### src/rtl/state_link_pkg.sv
// state_link_pkg: shared FSM states, command codes and link constants for the one-byte UDP command link
package state_link_pkg;
  typedef enum logic [1:0] {IDLE, RECV, CHECK} state_t;
  localparam logic [1:0] CMD_STOP = 2'b00;
  localparam logic [1:0] CMD_FWD = 2'b01;
  localparam logic [1:0] CMD_REV = 2'b10;
  localparam logic [1:0] CMD_HOLD = 2'b11;
  localparam logic [7:0] CMD_PAD_MASK = 8'hFC;
  localparam logic [15:0] DEFAULT_PORT = 16'd8080;
endpackage

### src/rtl/sat_counter8.sv
// sat_counter8: 8-bit counter (clk_50, sys_rst_n, inc -> cnt) that increments on inc and holds at 255
module sat_counter8 (
  input  logic       clk_50,
  input  logic       sys_rst_n,
  input  logic       inc,
  output logic [7:0] cnt
);
  always_ff @(posedge clk_50 or negedge sys_rst_n)
    if (!sys_rst_n) cnt <= '0;
    else if (inc && cnt != 8'hFF) cnt <= cnt + 8'd1;
endmodule

### src/rtl/state_receiver.sv
// state_receiver: filters app_rx UDP packets into 2-bit commands (cmd_out/cmd_valid/cmd_ack) with rx_busy and saturating ok/err/overrun counters
module state_receiver import state_link_pkg::*; #(
  parameter logic [15:0] LISTEN_PORT = DEFAULT_PORT,
  parameter logic [15:0] TIMEOUT_CYC = 16'd1000
) (
  input  logic        clk_50,
  input  logic        sys_rst_n,
  input  logic        app_rx_data_valid,
  input  logic [7:0]  app_rx_data,
  input  logic [15:0] app_rx_data_length,
  input  logic [15:0] app_rx_port_num,
  output logic [1:0]  cmd_out,
  output logic        cmd_valid,
  input  logic        cmd_ack,
  output logic        rx_busy,
  output logic [7:0]  pkt_ok_cnt,
  output logic [7:0]  pkt_err_cnt,
  output logic [7:0]  overrun_cnt
);
  state_t state;
  logic [15:0] len, port, byte_cnt, tmo_cnt;
  logic [7:0] byte0;
  logic good, hold, tmo_hit, ok_inc, ovr_inc, err_inc;
  assign good = port == LISTEN_PORT && len == 16'd1 && (byte0 & CMD_PAD_MASK) == 8'h00;
  assign hold = cmd_valid && !cmd_ack;
  assign tmo_hit = state == RECV && !app_rx_data_valid && tmo_cnt == TIMEOUT_CYC - 16'd1;
  assign ok_inc = state == CHECK && good && !hold;
  assign ovr_inc = state == CHECK && good && hold;
  assign err_inc = (state == CHECK && !good) || tmo_hit;
  always_ff @(posedge clk_50 or negedge sys_rst_n)
    if (!sys_rst_n) begin
      state <= IDLE;
      cmd_out <= '0;
      cmd_valid <= 1'b0;
      rx_busy <= 1'b0;
      len <= '0;
      port <= '0;
      byte0 <= '0;
      byte_cnt <= '0;
      tmo_cnt <= '0;
    end else begin
      if (cmd_ack) cmd_valid <= 1'b0;
      if (ok_inc) begin
        cmd_out <= byte0[1:0];
        cmd_valid <= 1'b1;
      end
      case (state)
        IDLE: if (app_rx_data_valid) begin
          len <= app_rx_data_length;
          port <= app_rx_port_num;
          byte0 <= app_rx_data;
          byte_cnt <= 16'd1;
          tmo_cnt <= '0;
          rx_busy <= 1'b1;
          state <= app_rx_data_length <= 16'd1 ? CHECK : RECV;
        end
        RECV: if (app_rx_data_valid) begin
          byte_cnt <= byte_cnt + 16'd1;
          tmo_cnt <= '0;
          if (byte_cnt + 16'd1 == len) state <= CHECK;
        end else if (tmo_hit) begin
          state <= IDLE;
          rx_busy <= 1'b0;
        end else tmo_cnt <= tmo_cnt + 16'd1;
        default: begin
          state <= IDLE;
          rx_busy <= 1'b0;
        end
      endcase
    end
  sat_counter8 u_ok (.clk_50(clk_50), .sys_rst_n(sys_rst_n), .inc(ok_inc), .cnt(pkt_ok_cnt));
  sat_counter8 u_err (.clk_50(clk_50), .sys_rst_n(sys_rst_n), .inc(err_inc), .cnt(pkt_err_cnt));
  sat_counter8 u_ovr (.clk_50(clk_50), .sys_rst_n(sys_rst_n), .inc(ovr_inc), .cnt(overrun_cnt));
endmodule

### config.mk
export PLATFORM = sky130hd
export DESIGN_NAME = state_receiver
export DESIGN_NICKNAME = d
export VERILOG_FILES = /design/src/rtl/state_link_pkg.sv /design/src/rtl/sat_counter8.sv /design/src/rtl/state_receiver.sv
export SDC_FILE = /design/constraint.sdc
export NUM_CORES = 1
export LEC_CHECK = 0
export CAP_MARGIN = 10
export CELL_PAD_IN_SITES_DETAIL_PLACEMENT = 0
export CELL_PAD_IN_SITES_GLOBAL_PLACEMENT = 1
export CORE_ASPECT_RATIO = 1.2
export CORE_UTILIZATION = 31
export CTS_CLUSTER_DIAMETER = 120
export DETAILED_ROUTE_END_ITERATION = 7
export PLACE_DENSITY = 0.62
export SLEW_MARGIN = 20
export SYNTH_ARGS = -nofsm -noshare
export SYNTH_HDL_FRONTEND = slang
export SYNTH_SLANG_ARGS = --single-unit
export TNS_END_PERCENT = 20
### constraint.sdc
create_clock -name clk_50 -period 2.7 [get_ports clk_50]
set_input_delay 0.54 -clock clk_50 [delete_from_list [all_inputs] [get_ports clk_50]]
set_output_delay 0.54 -clock clk_50 [all_outputs]
set_load 0.02 [all_outputs]
==> Word level (Yosys, flattened, before mapping) <==
Cells that the tools add are included.
{ "word_totals": {"wordCells": 79, "in_bits": 44, "reg_bits": 102, "output_inout_bits": 28} }
{ "op_classes": {"n_addsub": 5, "n_eq_ne": 16, "muxes": 19, "magnitude_cmp": 1, "n_reduce_logical": 26} }
{ "op_table": {"columns": ["op", "n"], "rows": [
  ["16-bit 2-to-1 mux", 5],
  ["16-bit one-hot mux with 2 select lines", 2],
  ["16-bit by 1-bit adder with 16-bit output, second input constant", 2],
  ["8-bit by 1-bit adder with 8-bit output, second input constant", 3],
  ["8-bit != test, second input constant", 3],
  ["16-bit by 1-bit == test with 1-bit output, second input constant", 1],
  ["16-bit by 10-bit == test with 1-bit output, second input constant", 1],
  ["16-bit by 13-bit == test with 1-bit output, second input constant", 1],
  ["16-bit == test", 1],
  ["16-bit by 1-bit less-or-equal comparator with 1-bit output, second input constant", 1],
  ["1-bit logical AND", 12],
  ["3-bit AND reduction", 4],
  ["2-bit 2-to-1 mux", 5],
  ["8-bit logical NOT", 1],
  ["2-bit != test, second input constant", 4],
  ["3-bit != test, second input constant", 2],
  ["1-bit 2-to-1 mux", 5],
  ["1-bit logical NOT", 4],
  ["2-bit one-hot mux with 2 select lines", 1],
  ["2-bit nonzero test", 2],
  ["3-bit by 2-bit != test with 1-bit output, second input constant", 1],
  ["2-bit by 1-bit == test with 1-bit output, second input constant", 1],
  ["2-bit == test, second input constant", 1],
  ["2-bit logical NOT", 1],
  ["other kinds (3)", 3]
]} }

==> Logic depth before layout (Yosys ltp) <==
Gate-level depths: netlist of the first run.
{ "depth": {"word_depth": 7, "depth_mapped": 9, "ltp_nobuf": 8} }

==> Modules after synthesis <==
From an unflattened synthesis of the first run, not the netlist that was laid out.
{ "unflattened": {"cells_unflattened": 516, "area_unflattened_um2": 5457.7} }
{ "by_module_without_submodules": {"columns": ["mod", "n_inst", "cells_each", "seq_area_each_um2", "area_each_um2"], "rows": [
  ["state_receiver", 1, 414, 1951.9, 4234.1],
  ["sat_counter8", 3, 34, 200.2, 407.9]
]} }

==> Worst setup path after synthesis of the first run <==
No wires, ideal clock.
{ "synth_path": {"path_kind": "flip-flop to flip-flop", "from": "register tmo_cnt[12]", "to": "register u_err.cnt[1]", "arrival_time_ns": 2.102, "path_stages_with_launch": 8, "required_ns": 2.573, "synth_period_minus_slack_ns": 2.229, "setup_time_ns": 0.127, "path_slack_ns": 0.471, "n_path_buf": 1, "path_cell_list": "dfrtp_1 -> or4_4 -> nor4_4 -> nand2b_2 -> o22ai_2 -> and2_1 -> buf_6 -> mux2_1"} }
{ "synth_between": {"elab_chain_cells": 4} }
{ "synth_lines": {"columns": ["element", "line_no", "rtl"], "rows": [
  ["start, declared", "state_receiver.sv:21", "logic [15:0] len, port, byte_cnt, tmo_cnt;"],
  ["start signal, assigned", "state_receiver.sv:64", "end else tmo_cnt <= tmo_cnt + 16'd1;"],
  ["16-bit by 10-bit == test with 1-bit output", "state_receiver.sv:26", "assign tmo_hit = state == RECV && !app_rx_data_valid && tmo_cnt == TIMEOUT_CYC - 16'd1;"],
  ["1-bit logical AND", "state_receiver.sv:26", null],
  ["1-bit logical OR", "state_receiver.sv:29", "assign err_inc = (state == CHECK && !good) || tmo_hit;"],
  ["1-bit logical AND", "sat_counter8.sv:10", "else if (inc && cnt != 8'hFF) cnt <= cnt + 8'd1;"],
  ["end signal, assigned", "sat_counter8.sv:10", null],
  ["end, declared", "sat_counter8.sv:6", "output logic [7:0] cnt"]
]} }
No other way between the ends.
A chain may end at the register's enable or synchronous reset.

==> Worst setup path in the final report of the first run <==
{ "layout_path": {"from": "register len[8]", "to": "register u_ok.cnt[1]"} }
{ "layout_between": {"elab_chain_cells": 6} }
{ "layout_lines": {"columns": ["element", "line_no", "rtl"], "rows": [
  ["start, declared", "state_receiver.sv:21", null],
  ["start signal, assigned", "state_receiver.sv:49", "len <= app_rx_data_length;"],
  ["16-bit by 1-bit == test with 1-bit output", "state_receiver.sv:24", "assign good = port == LISTEN_PORT && len == 16'd1 && (byte0 & CMD_PAD_MASK) == 8'h00;"],
  ["1-bit logical AND (2 in a row)", "state_receiver.sv:24", null],
  ["1-bit logical AND (2 in a row)", "state_receiver.sv:27", "assign ok_inc = state == CHECK && good && !hold;"],
  ["1-bit logical AND", "sat_counter8.sv:10", null],
  ["end signal, assigned", "sat_counter8.sv:10", null],
  ["end, declared", "sat_counter8.sv:6", null]
]} }
No other way between the ends.

==> impl_metrics.toml, run 1 <==
[power]
irDropWorstVdd_uv = 282
swShare = 0.316
intPower_w = 0.00316
p_switching_w = 0.00146
p_comb_frac = 0.247
power_density_nw_per_um2 = 705
p_leak_nw = 2.75
clock_power_share = 0.307
seqPwrFrac = 0.446

[drt]
viasPerCell = 4.97
vias = 3905
ant_nets = 0
initialDrtViolationCount = 159
drt_wl_total_mm = 12.4
wl_per_cell_um = 15.7
drt-pass1-iter-count = 4
drc_errors = 0

[global_route]
grt_pass1_wl_mm = 21.0
grt.total_usage = 0.156
antenna_found_initial = 0
grt_pass1_vias = 4034
overflow = 0
grt_max_degree = 43

[clocking]
clkTransAtPathRegs_ns = 0.07
cts_sinks = 102
numCtsBuffers = 9
cts.htree.levels = 3
cts_setup_buffers = 0
cts_tree = "done"
root_buffer = "clkbuf_16"
clk_latency_ns = 0.35
post_cts_resized = 0
cts_buffer_depth = 2
postCtsHoldBufs = 0

[worst_setup_path]
r2r_start = "len[8]"
crit_type = "flop to flop"
path_max_fanout = 8
cp.required_ns = 2.93
start_kind = "flop"
crit_start = "len[8]"
worstPathCellList = "nor4_1 -> nand4_1 -> or4_4 -> nand2b_4 -> a31oi_4 -> mux2_1"
slowest_delay_ns = 0.57
arrival_ns = 2.71
cpMaxStageDelayCell = "or4_4"
end_kind = "flop"

[floorplanning]
core_area_um2 = 16300
std_cell_rows = 51
fp.dieArea_um2 = 17400
initial_core_util = 0.320
die_h_um = 144
io_pins = 72
dieWidth_um = 120

[sta]
hold_slack_ns = 0.154
finalHoldViolCount = 0
tightest_slew_ns = 0.521
setup_viol = 0
maxSlewHeadroom = 0.653
rsz0062_at_grt = "false"
setup_tns_ns = 0
min_period_ns = 2.48
fmax_mhz = 403
min_period_over_period = 0.919
skew_ns = 0.00539
drv_slew = 0

[place]
dp.cells = 771
place_hpwl_mm = 9.18
io_buffers = 71
place_congestion = 0.776

[synth]
post_synth_and_or_nand_nor_area_fraction = 0.213
synthFlopType = "dfrtp_1"
synth_mux_area_frac = 0.126
syn_inst = 494
synth_top_family_by_area = "simple AND/OR/NAND/NOR gates"
ys_seq_area_frac = 0.489
yosys.area_share.adder = 0.0120
synth_top_area_frac = 0.489
synth_compound_area_frac = 0.0647
syn_area_um2 = 5220
yosysTopAreaCell = "dfrtp_1"
synth_area_leaders = "dfrtp_1 (49%), mux2_2 (9.1%), xnor2_1 (4.4%)"
syn_nets = 543
syn_avg_cell_area_um2 = 10.6
async_reset_ff_frac = 1.00
synthXorXnorAreaFrac = 0.0753
synth_edf_count = 0
yosys_warnings = 0
synth.ff_latch_count = 102
yosysUniqueCellTypes = 53

[layout]
final_cells = 786
antenna_cells = 0
area_growth_pct = 25.6
drive_above_1_share = 0.146
mostFrequentLayoutCell = "dfrtp_1"
layout.cells.most_common_list = "dfrtp_1 (102), clkdlybuf4s50_1 (70), nand2_1 (47), mux2_2 (42), nor2_1 (42)"
layout.nets = 619

[worst_hold_path]
holdCritPathClass = "input pin to asynchronous set/reset pin"

[run]
maxCapViolCount = 0

[status]
status = "finished, final reports clean"
## critical path: cells and delay by family (launching register included)
kind	cells	cell delay [ns]
simple gates	4	1.32
flops	1	0.44
mux	1	0.35
compound gates	1	0.26
## area by class of cell
| type | count | area (µm²) |
|---|---|---|
| fill | 1656 | 9780 |
| clock inverter | 5 | 81.3 |
| inverter | 4 | 15.0 |
| multi-input combinational | 367 | 2570 |
| timing repair buffer | 86 | 833 |
| sequential | 102 | 2550 |
| tap | 212 | 265 |
| clock buffer | 10 | 239 |
## sequential cells by signal, indices dropped and copies added (netlist names), 8 cells and up
name	count
tmo_cnt	16
u_ok.cnt	8
len	16
u_ovr.cnt	8
byte0	8
port	16
byte_cnt	16
u_err.cnt	8
## stage by stage
stage / total power (W) / utilization / area [µm²] / setup slack, ns
after global placement: 0.00320 / 0.382 / 6240 / 0.226
after floorplan: 0.00282 / - / 5220 / 0.471
final: 0.00462 / 0.401 / 6560 / 0.220
after global routing: 0.00492 / 0.401 / 6560 / 0.0452
after detailed placement: 0.00324 / 0.382 / 6240 / 0.226
after CTS: 0.00468 / 0.401 / 6560 / 0.212
## cell usage after synthesis (3+ instances only)
library cell and count:
nor4b_1 5, nand3_1 18, nor3_1 12, o21ai_1 8, inv_1 4, mux2_1 5
o21ai_0 17, nor2_1 43, nand2b_1 4, a21oi_1 13, mux2_2 42, nor4_1 11
xnor2_1 26, and3_1 11, and2_1 3, and4_1 3, nor2b_1 3, xor2_1 17
ha_1 5, nor3b_1 5, mux2i_1 13, or3_1 5, clkbuf_1 17, dfrtp_1 102
buf_2 3, nand4_1 22, nand2_1 47
## cell families after synthesis
| kind of cell | Yosys count |
|---|---|
| AND/OR/NAND/NOR | 206 |
| flip-flops | 102 |
| multiplexers | 60 |
| AO/OA/AOI/OAI | 52 |
| XOR/XNOR | 44 |
| buffers and inverters | 25 |
| adder cells (fa/ha/maj) | 5 |
## metal layers
metal  part of all wire  vias up  GRT usage
met5                  0        -          0
met2               0.51       68      0.270
met4              0.014        0     0.0559
li1                   -     1923          -
met3              0.043       12     0.0390
met1               0.44     1902      0.188
## power by group through the flow
| stage | registers (W) | logic (W) | clock network, W |
|---|---|---|---|
| final | 0.00206 | 0.00114 | 0.00142 |
| after global routing | 0.00210 | 0.00129 | 0.00152 |
| after CTS | 0.00206 | 0.00115 | 0.00147 |
| after detailed placement | 0.00209 | 0.00115 | 0 |
| after global placement | 0.00208 | 0.00112 | 0 |
| after floorplan | 0.00192 | 0.000898 | 0 |
## path summary, 6_finish.rpt
check / slack, ns / cells after the start / end
min: 0.15 / 1 / u_ovr.cnt[2]
min in group clk_50: 0.48 / 1 / cmd_out[0]
max: 0.22 / 6 / u_ok.cnt[1]
max in group asynchronous: 1.83 / 2 / len[9]
min reg2reg: 0.48 / 1 / cmd_out[0]
max reg2reg: 0.22 / 6 / u_ok.cnt[1]
Power figures use the tool's default switching activity.
==> run 2, diff against run 1 <==
--- a/config.mk
+++ b/config.mk
@@ -14,2 +14,3 @@
 export DETAILED_ROUTE_END_ITERATION = 7
+export GPL_ROUTABILITY_DRIVEN = 0
 export PLACE_DENSITY = 0.62
==> constraint.sdc (replaced) <==
create_clock -name clk_50 -period 2.9 [get_ports clk_50]
set_input_delay 0.29 -clock clk_50 [delete_from_list [all_inputs] [get_ports clk_50]]
set_output_delay 0.29 -clock clk_50 [all_outputs]
set_load 0.02 [all_outputs]
==> run 2 against run 1 <==
Net effect: clock-buffer cell count grew 1; global-route usage is 0.18 points higher; die area is the same; critical path depth unchanged; non-clock buffer count unchanged; critical path type unchanged; largest cell class unchanged.
==> impl_metrics.toml, run 2 (synthesized netlist as in run 1, its figures left out) <==
[status]
status = "finished, final reports clean"

[sta]
finalHoldViolCount = 0
fmax_mhz = 397
min_period_ns = 2.52
setup_viol = 0
layout_setup_ws_ns = 0.380
min_period_over_period = 0.869
drv_slew = 0
setup_tns_ns = 0
maxSlewHeadroom = 0.573
tightest_slew_ns = 0.641
skew_ns = 0.0106
rsz0062_at_grt = "false"

[global_route]
grt_pass1_vias = 4056
grt_pass1_wl_mm = 21.2
grt_max_degree = 47
overflow = 0
grt.total_usage = 0.158
antenna_found_initial = 0

[layout]
final_cells = 787
layout.cells.most_common_list = "dfrtp_1 (102), clkdlybuf4s50_1 (70), nand2_1 (47), mux2_2 (42), nor2_1 (42)"
antenna_cells = 0
mostFrequentLayoutCell = "dfrtp_1"
fillers = 1662
area_growth_pct = 24.9
layout.nets = 619
drive_above_1_share = 0.143

[clocking]
cts_buffer_depth = 2
numCtsBuffers = 9
cts_tree = "done"
cts.htree.levels = 3
root_buffer = "clkbuf_16"
clk_latency_ns = 0.35
cts_sinks = 102
clkTransAtPathRegs_ns = 0.07

[floorplanning]
std_cell_rows = 51
io_pins = 72
core_area_um2 = 16300
dieWidth_um = 120
fp.dieArea_um2 = 17400
initial_core_util = 0.320
die_h_um = 144

[drt]
ant_nets = 0
drt_wl_total_mm = 12.6
vias = 3950
viasPerCell = 5.02
wl_per_cell_um = 16.1
drc_errors = 0
drt-pass1-iter-count = 4
initialDrtViolationCount = 94

[place]
place_hpwl_mm = 9.44
dp.cells = 770
io_buffers = 71
place_ws_ns = 0.348

[run]
maxCapViolCount = 0

[worst_setup_path]
end_kind = "flop"
r2r_cells = 6
path_max_fanout = 8
cpMaxStageDelayCell = "or4_4"
crit_end = "u_ok.cnt[1]"
arrival_ns = 2.76
worstPathCellList = "nor4_1 -> nand4_1 -> or4_4 -> nand2b_4 -> a31oi_4 -> mux2_1"
crit_type = "flop to flop"
r2r_start = "len[14]"
rrSetupSlack_ns = 0.38
cp.required_ns = 3.14
slowest_delay_ns = 0.57
start_kind = "flop"
crit_start = "len[14]"
worstReg2RegEnd = "u_ok.cnt[1]"

[power]
finalPower_w = 0.00419
power_density_nw_per_um2 = 643
p_leak_nw = 2.73
irDropWorstVdd_uv = 255

[worst_hold_path]
holdCritPathClass = "flop to flop"
[run 2: cell types whose count changed in the layout (fill, tap and decap cells not counted)]
| cell | change |
|---|---|
| clkbuf_8 | -1 |
| clkbuf_1 | +2 |
| clkinvlp_4 | +1 |
| buf_12 | -1 |
| bufinv_16 | -1 |
| dlygate4sd3_1 | +1 |
[run 2: per-layer routing]
layer / global-route usage / part of all wire / up-vias
met3: 0.0371 / 0.046 / 23
met2: 0.269 / 0.49 / 73
met1: 0.183 / 0.43 / 1928
met5: 0 / 0 / -
met4: 0.0871 / 0.035 / 0
li1: - / - / 1926
[run 2: worst max-delay path, delay by kind of cell (launching register included)]
family | cells | cell delay (ns)
AND/OR/NAND/NOR | 4 | 1.39
multiplexers | 1 | 0.35
flip-flops | 1 | 0.40
AO/OA/AOI/OAI | 1 | 0.26
[run 2: how the worst min path moves through the flow]
| stage | cells past startpoint | end | start | slack [ns] |
|---|---|---|---|---|
| 5_1_grt | 1 | cmd_out[1] | byte0[1] | 0.50 |
| 2_1_floorplan | 0 | byte0[0] | sys_rst_n | -0.006 |
| 6_report | 1 | cmd_out[1] | byte0[1] | 0.48 |
| 3_5_place_dp | 1 | u_err.cnt[1] | sys_rst_n | 0.36 |
| 4_1_cts | 1 | cmd_out[1] | byte0[1] | 0.49 |
| 3_3_place_gp | 1 | u_ovr.cnt[2] | sys_rst_n | 0.35 |
[run 2: power by group]
group,total [W],switching [W],internal (W)
Clock,0.00122,0.000548,0.000672
Sequential,0.00193,0.000308,0.00163
Combinational,0.00104,0.000510,0.000527
Total,0.00419,0.00137,0.00283
[run 2: through the flow]
step | cell area, µm² | util | hold slack [ns]
after floorplan | 5220 | - | -0.00559
after global placement | 6220 | 0.381 | 0.352
after detailed placement | 6220 | 0.381 | 0.358
after CTS | 6520 | 0.399 | 0.487
after global routing | 6520 | 0.399 | 0.496
final | 6520 | 0.399 | 0.481
[run 2: timing repair]
item | CTS | global route
hold endpoints to repair | 42 | 0
setup buffers | 0 | 0
hold buffers | 1 | 0
resized for setup | 0 | 0
[run 2: final cells by class]
| cell class | count | area (µm²) | area share |
|---|---|---|---|
| timing repair buffer | 86 | 823 | 0.126 |
| clock inverter | 5 | 58.8 | 0.00902 |
| sequential | 102 | 2550 | 0.392 |
| tap | 212 | 265 | 0.0407 |
| multi-input combinational | 367 | 2570 | 0.394 |
| inverter | 4 | 15.0 | 0.00230 |
| clock buffer | 11 | 233 | 0.0357 |
